$ cat src/rtl/quad_decoder.sv
// Quadrature decoder. Both channels are synchronized and glitch-filtered,
// then each accepted Gray-code step moves a modulo-N position counter.
module quad_decoder #(
    parameter int N    = 7,
    parameter int K    = 3,
    parameter int FILT = 2
) (
    input  logic         i_clk,
    input  logic         i_rst,
    input  logic         i_a,
    input  logic         i_b,
    input  logic         i_clr,
    output logic [K-1:0] o_Q,
    output logic         o_en,
    output logic         o_up_down,
    output logic         o_wrap,
    output logic         o_err
);

    localparam logic [K-1:0] Q_MAX   = K'(N - 1);
    localparam logic [K-1:0] Q_ONE   = K'(1);
    localparam logic [3:0]   FILT_M1 = 4'(FILT - 1);

    // Channel vectors: bit 1 = A, bit 0 = B.
    logic [1:0] s1;
    logic [1:0] s2;
    logic [1:0] f;
    logic [1:0] f_nxt;
    logic [3:0] cnt     [2];
    logic [3:0] cnt_nxt [2];
    logic [1:0] arm;
    logic       armed;
    logic [1:0] dir;
    logic       step_up;
    logic       step_dn;
    logic       step_bad;

    // Position along the 00->01->11->10 cycle, so a forward step is +1 mod 4.
    function automatic logic [1:0] gray_idx(input logic [1:0] v);
        return {v[1], v[1] ^ v[0]};
    endfunction

    // Modulo-N increment with wrap at N-1.
    function automatic logic [K-1:0] q_inc(input logic [K-1:0] q);
        return (q == Q_MAX) ? '0 : q + Q_ONE;
    endfunction

    // Modulo-N decrement with wrap at 0.
    function automatic logic [K-1:0] q_dec(input logic [K-1:0] q);
        return (q == '0) ? Q_MAX : q - Q_ONE;
    endfunction

    assign armed = (arm == 2'd3);

    // Per-channel glitch filter and the step decode of the filtered pair.
    // A level is accepted only when s1 agrees with s2 as well, so the new
    // level has been sampled on FILT+1 consecutive edges before f moves.
    always_comb begin
        for (int ch = 0; ch < 2; ch++) begin
            f_nxt[ch]   = f[ch];
            cnt_nxt[ch] = 4'd0;
            if (!armed) begin
                f_nxt[ch] = s2[ch];
            end else if (s2[ch] != f[ch]) begin
                if (cnt[ch] == FILT_M1 && s1[ch] == s2[ch]) begin
                    f_nxt[ch] = s2[ch];
                end else begin
                    cnt_nxt[ch] = cnt[ch] + 4'd1;
                end
            end
        end
        dir      = gray_idx(f_nxt) - gray_idx(f);
        step_up  = armed && (dir == 2'd1);
        step_dn  = armed && (dir == 2'd3);
        step_bad = armed && (dir == 2'd2);
    end

    // Synchronizers, filter state, arming counter and registered outputs.
    always_ff @(posedge i_clk) begin
        if (i_rst) begin
            s1        <= '0;
            s2        <= '0;
            f         <= '0;
            for (int ch = 0; ch < 2; ch++) cnt[ch] <= 4'd0;
            arm       <= 2'd0;
            o_Q       <= '0;
            o_en      <= 1'b0;
            o_up_down <= 1'b1;
            o_wrap    <= 1'b0;
            o_err     <= 1'b0;
        end else begin
            s1 <= {i_a, i_b};
            s2 <= s1;
            f  <= f_nxt;
            for (int ch = 0; ch < 2; ch++) cnt[ch] <= cnt_nxt[ch];
            if (!armed) arm <= arm + 2'd1;

            o_en   <= step_up | step_dn;
            o_err  <= step_bad;
            o_wrap <= 1'b0;
            if (step_up | step_dn) o_up_down <= step_up;

            if (i_clr) begin
                o_Q <= '0;
            end else if (step_up) begin
                o_Q    <= q_inc(o_Q);
                o_wrap <= (o_Q == Q_MAX);
            end else if (step_dn) begin
                o_Q    <= q_dec(o_Q);
                o_wrap <= (o_Q == '0);
            end
        end
    end

endmodule

$ cat config.mk
export PLATFORM = sky130hd
export DESIGN_NAME = quad_decoder
export DESIGN_NICKNAME = d
export VERILOG_FILES = /design/src/rtl/quad_decoder.sv
export SDC_FILE = /design/constraint.sdc
export NUM_CORES = 1
export LEC_CHECK = 0
export CAP_MARGIN = 20
export CORE_UTILIZATION = 54
export DETAILED_ROUTE_END_ITERATION = 8
export PLACE_DENSITY = 0.77
export SETUP_SLACK_MARGIN = 0.1
export SLEW_MARGIN = 20
export SYNTH_ARGS = -nofsm -noshare
export SYNTH_HDL_FRONTEND = slang
export SYNTH_SLANG_ARGS = --single-unit
$ cat constraint.sdc
create_clock -name i_clk -period 3.86 [get_ports i_clk]
set_clock_uncertainty 0.2 [all_clocks]
set_input_delay 0.386 -clock i_clk [delete_from_list [all_inputs] [get_ports i_clk]]
set_output_delay 0.386 -clock i_clk [all_outputs]
set_load 0.1 [all_outputs]
==> results by group, run 1 <==
Final layout
  – Diodes inserted: 0
  – Nets: 149
  – Area grow syn2layout: 13.88%
  – Fillers: 168
  – Layout cells sized above 1: 9.848%
  – Finished Cell Area: 1304 µm²

Drt
  – Per-cell routed wire length: 11.81 µm
  – Final wirelength: 1877 µm
  – Drt first-iter violations: 5
  – DRT Pass-1 Iters: 4
  – DR vias/cell: 5.252
  – Drt drc: 0
  – DRT antenna net count: 0
  – Via count: 835

Worst setup path
  – Reg2reg path depth: 11
  – Setup crit end kind: register
  – Slowest cell on crit path: dfxtp_1
  – FF-to-FF setup slack: 0.73 ns
  – CP required: 3.88 ns
  – Critical Path Fanout Max: 7
  – Worst Setup SP: cnt[0][4]
  – Critical-path cell list: ha_1 -> nor3b_2 -> nand2b_1 -> a21o_2 -> a22oi_1 -> xnor2_1 -> ha_1 -> nand2b_1 -> nor3b_1 -> a211oi_1 -> a2111oi_2
  – FF-to-FF Start: cnt[0][4]
  – Reg2reg end: o_Q[2]
  – Startpoint types: register
  – Slowest stage delay, CP: 0.40 ns
  – Arr. time, crit path: 3.15 ns
  – Setup Crit Path Kind: reg2reg

STA
  – Fmax: 0.3190 GHz
  – Final number of hold-violating endpoints: 0
  – Fin crit share: 81.21%
  – Pins Over Slew Limit: 0
  – Final TNS setup: 0 ns
  – Worst slew margin: 35.34%
  – Number of endpoints failing setup at the final stage: 0
  – Tmin final: 3.135 ns
  – RSZ-0062 raised after global routing: no
  – Slew @ Worst Pin: 0.9669 ns

Power
  – Net Sw Frac: 27.53%
  – Leakage power: 0.5223 nW
  – Sw power: 0.1198 mW
  – Combinational group share of total power: 16.6%
  – Peak VDD IR: 0.3245 mV
  – Internal power: 0.3154 mW
  – Clock network fraction of total power: 24.8%
  – Flop pwr share: 58.6%
  – Cell Pwr Density: 333.8 nW/µm²

Status
  – Status: complete, no violations

CTS
  – CTS root buffer: clkbuf_4
  – Clk slew on worst S/H paths: 0.12 ns
  – TritonCTS clock tree: built
  – Clk_lat worst skew: 0.31 ns
  – CTS max path bufs: 2
  – Post-CTS Hold Fix Bufs: 0
  – Post_cts resized: 0
  – Setup bufs post-CTS: 0
  – Sinks on Clock Net: 23
  – H-tree depth: 1
  – Total CTS buffers: 3

Min path
  – Hold Path End: o_up_down
  – Min-delay src: o_up_down
  – Hold Path Depth: 1
  – Hold crit path type: reg2reg

Die
  – Die area: 2308 µm²
  – Core Box Area: 1982 µm²
  – Row cnt: 16
  – Die X-Extent: 48.05 µm
  – I/O pin cnt: 12
  – DIE HEIGHT: 48.05 µm
  – Initial Utilization: 57.77%

Logic synthesis
  – FFs w/ async S/R, synth: 0%
  – Mapped Nets: 136
  – Library cells used by synthesis: 32
  – Syn_area_per_cell: 9.540 µm²
  – Top cells by area, synth: dfxtp_1, ha_1, nor2_1, xnor2_1, xor2_1
  – Primary FF master, synth: dfxtp_1
  – Synth top cells by count: dfxtp_1, nor2_1, ha_1
  – Synth Instances: 120
  – Largest area contributor in the netlist: dfxtp_1
  – Syn Std Cell Area: 1145 µm²
  – Most frequent cell after synthesis: dfxtp_1
  – EDFF count, synth: 0
  – Area fraction of the dominant cell type after synthesis: 40.22%
  – Share of the yosys chip area belonging to registers: 40.22%
  – Yosys reg bits: 23
  – YS warnings: 0

Flow run
  – Number of max-cap violations: 0

Global route
  – Vias in the first global route: 723
  – Global route overflow: 0
  – Largest net degree at the start of global routing: 15
  – GRT Util Overall: 20.51%
  – Initial antenna violation count: 0
  – First-pass GRT wire length: 3146 µm

Place
  – Port Buffers: 11
  – Gpl congestion: 0.8925
  – Detailed Place HPWL: 1448 µm
  – Area after DPL: 1276 µm²
[per-layer routing]
layer / up-vias / GRT usage, % / wire length (µm)
li1: 424 / - / -
met1: 396 / 24.26 / 825
met2: 11 / 33.24 / 939
met3: 4 / 7.925 / 82
met4: 0 / 8.333 / 29
met5: - / 0 / 0
[final cells by class]
class                   count  area, µm²  area share, %
clock buffers               3      22.52          1.727
clock inverters             1      5.005         0.3839
inverters                   6      22.52          1.727
multi-input cells          88      649.4          49.81
flip-flops and latches     23      460.4          35.32
well taps                  27      33.78          2.591
repair buffers             11      110.1          8.445
[stage by stage]
step	util [%]	hold WS, ns	instances	power [mW]	setup slack (ns)
floorplan	-	0.2334	120	0.3154	0.9862
global placement	64.39	0.2433	155	0.3300	0.8394
detailed placement	64.39	0.2534	155	0.3332	0.7083
CTS	65.78	0.2887	159	0.4428	0.7059
global route	65.78	0.3177	159	0.4619	0.4675
finish	65.78	0.2809	159	0.4352	0.7253
[power groups by stage]
stage	Clock, mW	Sequential, mW	Combinational [mW]
floorplan	0	0.271	0.0440
global placement	0	0.260	0.0703
detailed placement	0	0.261	0.0725
CTS	0.115	0.255	0.0729
global route	0.125	0.257	0.0798
finish	0.108	0.255	0.0721
[critical path, delay by kind of cell (launching register included)]
kind	cells	cell delay [ns]
compound gates	4	0.92
xor+xnor	1	0.12
fa+ha+maj	2	0.49
flops	1	0.40
simple gates	4	0.92
[cell families (layout without fill, tap and decap cells)]
| group | after synthesis | in the layout | share of synthesized area, % |
|---|---|---|---|
| mux | 4 | 4 | 3.497 |
| compound gates | 12 | 12 | 9.180 |
| flops | 23 | 23 | 40.22 |
| xor+xnor | 12 | 12 | 9.180 |
| fa+ha+maj | 11 | 11 | 12.02 |
| buf+inv | 9 | 21 | 3.060 |
| simple gates | 49 | 49 | 22.84 |
[cells in the final DEF (no fill, tap or decap), drive strengths merged]
cell type	count
dfxtp	23
nor2	20
ha	11
clkdlybuf4s50	11
nand3	9
inv	6
xor2	6
xnor2	6
nand2	4
mux2i	4
nor2b	4
clkbuf	3
nor3b	3
o21ai	3
nand2b	2
and3	2
a211oi	2
a21o	1
a22oi	1
and3b	1
a21oi	1
o211a	1
nand4b	1
o211ai	1
nand3b	1
nor4	1
a2111oi	1
a211o	1
and2	1
clkinv	1
[flip-flops by register name, summed over array words and instances (netlist names)]
| signal | flops |
|---|---|
| cnt | 8 |
| o_up_down | 1 |
| o_wrap | 1 |
| f | 2 |
| o_en | 1 |
| o_Q | 3 |
| arm | 2 |
| o_err | 1 |
| s2 | 2 |
| s1 | 2 |
[worst max-delay path by stage]
| stage | to |
|---|---|
| finish | o_Q[2] |
| global placement | o_Q[2] |
| floorplan | o_Q[2] |
| CTS | o_Q[2] |
| global route | o_wrap |
| detailed placement | o_Q[2] |
(Power assumes the default switching activity.)
==> run 2, diff against run 1 <==
--- a/config.mk
+++ b/config.mk
@@ -6,9 +6,10 @@
 export NUM_CORES = 1
 export LEC_CHECK = 0
 export CAP_MARGIN = 20
-export CORE_UTILIZATION = 54
+export CORE_ASPECT_RATIO = 1.75
+export CORE_UTILIZATION = 49
 export DETAILED_ROUTE_END_ITERATION = 8
-export PLACE_DENSITY = 0.77
+export PLACE_DENSITY = 0.73
 export SETUP_SLACK_MARGIN = 0.1
 export SLEW_MARGIN = 20
 export SYNTH_ARGS = -nofsm -noshare
==> constraint.sdc (replaced) <==
create_clock -name i_clk -period 2.6 [get_ports i_clk]
set_clock_uncertainty 0.2 [all_clocks]
set_input_delay 0.26 -clock i_clk [delete_from_list [all_inputs] [get_ports i_clk]]
set_output_delay 0.26 -clock i_clk [all_outputs]
set_load 0.1 [all_outputs]
==> results by group, run 2 (synthesized netlist as in run 1, its figures left out) <==
STA
  – Final Hold Slack: 0.2855 ns (+0.004567 ns)
  – Worst slew margin: 77.78% (+42 points)
  – Slew @ Worst Pin: 0.3322 ns (-0.6348 ns)
  – RSZ-0062 raised after global routing: yes
  – Final number of hold-violating endpoints: 0 (unchanged)
  – Tmin final: 2.692 ns (-0.4429 ns)
  – Number of endpoints failing setup at the final stage: 5 (+5)
  – Final TNS setup: -0.3210 ns (-0.3210 ns)
  – Fmax: 0.3715 GHz (+16%)
  – Pins Over Slew Limit: 0 (unchanged)
  – Fin crit share: 103.5% (+22 points)
  – Final worst slack: -0.09179 ns (-0.8171 ns)

Final layout
  – Layout cells sized above 1: 31.51% (+22 points)
  – Nets: 163 (+9.4%)
  – Largest register FFs: 8 (unchanged)
  – Area grow syn2layout: 26.34%
  – Largest reg by FF count: cnt
  – Largest regs: cnt x8, o_Q x3
  – Diodes inserted: 0 (unchanged)
  – Commonest non-fill, non-tap cells in the layout: dfxtp_1, buf_4, nor2_1
  – Fin cells: 170 (+6.9%)

CTS
  – CTS max path bufs: 2 (unchanged)
  – Total CTS buffers: 3 (unchanged)
  – CTS root buffer: clkbuf_4
  – Sinks on Clock Net: 23 (unchanged)
  – TritonCTS clock tree: built
  – Clk slew on worst S/H paths: 0.13 ns (about the same)
  – Clk_lat worst skew: 0.31 ns (about the same)
  – H-tree depth: 1 (unchanged)

Drt
  – Per-cell routed wire length: 13.14 µm (+11%)
  – Drt drc: 0 (unchanged)
  – DR vias/cell: 5.335 (+1.6%)
  – Routed wl met2: 1284 µm (+37%)
  – DRT antenna net count: 0 (unchanged)
  – Drt first-iter violations: 12 (+7)
  – DRT Pass-1 Iters: 4 (unchanged)
  – M1 WL: 868 µm (+5.2%)
  – Metal3 WL: 54 µm (-34%)
  – Via count: 907 (+8.6%)
  – DR top layer: met4
  – Final wirelength: 2233 µm (+19%)

Worst setup path
  – Reg2reg path depth: 12 (+1)
  – Arr. time, crit path: 2.76 ns (-0.39 ns)
  – Setup Crit Path Kind: reg2reg
  – CP required: 2.67 ns (-1.21 ns)
  – FF-to-FF setup slack: -0.09 ns (-0.82 ns)
  – Setup crit end kind: register
  – Startpoint types: register
  – Critical Path Fanout Max: 5 (-2)
  – FF-to-FF Start: cnt[0][5]
  – Reg2reg end: o_wrap

Global route
  – Global route overflow: 0 (unchanged)
  – First-pass GRT wire length: 3622 µm (+15%)
  – Vias in the first global route: 882 (+22%)
  – Initial antenna violation count: 0 (unchanged)
  – Largest net degree at the start of global routing: 14 (-1)
  – GRT Util Overall: 19.74% (-0.77 points)

Die
  – Die X-Extent: 38.54 µm (-20%)
  – Row cnt: 22 (+6)
  – Die area: 2542 µm² (+10%)
  – I/O pin cnt: 12 (unchanged)
  – DIE HEIGHT: 65.95 µm (+37%)
  – Core Box Area: 2147 µm² (+8.3%)
  – Initial Utilization: 53.32% (-4.4 points)

Power
  – Net Sw Frac: 28.63% (+1.1 points)
  – Total power: 0.6895 mW (+58%)
  – Cell Pwr Density: 476.7 nW/µm² (+43%)
  – Sw power: 0.1974 mW (+65%)
  – Clock network fraction of total power: 24.1% (-0.7 points)
  – Peak VDD IR: 0.3963 mV (+22%)
  – Leakage power: 0.6112 nW (+17%)
  – Combinational group share of total power: 21.0% (+4.4 points)
  – Internal power: 0.4920 mW (+56%)
  – Flop pwr share: 55.0% (-3.6 points)

Status
  – Failing checks: negative setup slack
  – Status: complete, but fails checks

Min path
  – Hold Path Depth: 2 (+1)
  – Hold crit path type: in2reg
  – Min-delay src: i_a
  – Hold Path End: s1[1]

Place
  – Placed cell count: 161 (+3.9%)
  – Gpl congestion: 0.8085 (-9.4%)
  – Port Buffers: 11 (unchanged)
  – Detailed Place HPWL: 1668 µm (+15%)

Flow run
  – Number of max-cap violations: 0 (unchanged)
run 2: cell types whose count changed in the layout (fill, tap and decap cells not counted), sizes merged:
cell,previous run,this run
buf,0,21
clkdlybuf4s50,11,4
run 2: final cells by class:
| class | count | area (µm²) |
|---|---|---|
| Clock inverter | 1 | 5.005 |
| Fill cell | 179 | 700.7 |
| Timing Repair Buffer | 25 | 197.7 |
| Clock buffer | 3 | 22.52 |
| Tap cell | 24 | 30.03 |
| Multi-Input combinational cell | 88 | 705.7 |
| Sequential cell | 23 | 462.9 |
| Inverter | 6 | 22.52 |
run 2: layer usage:
| metal | global-route usage (%) | vias up |
|---|---|---|
| met1 | 20.43 | 433 |
| met5 | 0 | - |
| met2 | 37.29 | 19 |
| met4 | 7.759 | 0 |
| li1 | - | 451 |
| met3 | 2.020 | 4 |
run 2: per-stage QoR:
step / area, µm² / setup slack (ns) / utilization (%)
CTS: 1433 / -0.1325 / 66.72
floorplan: 1189 / -0.0009395 / -
global route: 1446 / -0.1790 / 67.37
global placement: 1356 / -0.04306 / 63.17
finish: 1446 / -0.09179 / 67.37
detailed placement: 1356 / -0.1279 / 63.17
run 2: repair_timing:
item	CTS	global route
pin swaps	6	4
setup endpoints to repair	5	6
gates cloned	0	0
buffers inserted	4	1
resized for setup	5	3
hold buffers	0	0
run 2: worst max path at each step:
stage	from	endpoint	cells after the start
finish	cnt[0][5]	o_wrap	12
global route	cnt[0][5]	o_Q[2]	13
CTS	cnt[0][5]	o_up_down	13
detailed placement	cnt[0][5]	o_wrap	12
global placement	cnt[0][5]	o_wrap	12
floorplan	cnt[0][4]	o_Q[2]	12
run 2: power groups by stage:
stage / combinational, mW / clock [mW] / sequential, mW
after floorplan: 0.0715 / 0 / 0.403
after global placement: 0.123 / 0 / 0.385
after detailed placement: 0.129 / 0 / 0.387
after CTS: 0.142 / 0.170 / 0.379
after global routing: 0.155 / 0.182 / 0.381
final: 0.144 / 0.166 / 0.379
run 2: worst max-delay path: stages, from the launching register on:
cell      delay (ns)
dfxtp_2         0.35
inv_2           0.06
ha_4            0.11
nor3b_4         0.19
nand2b_1        0.07
a21o_2          0.19
a22oi_2         0.19
xnor2_1         0.14
ha_2            0.23
a21oi_2         0.05
a211oi_4        0.37
mux2i_2         0.32
and2_4          0.17
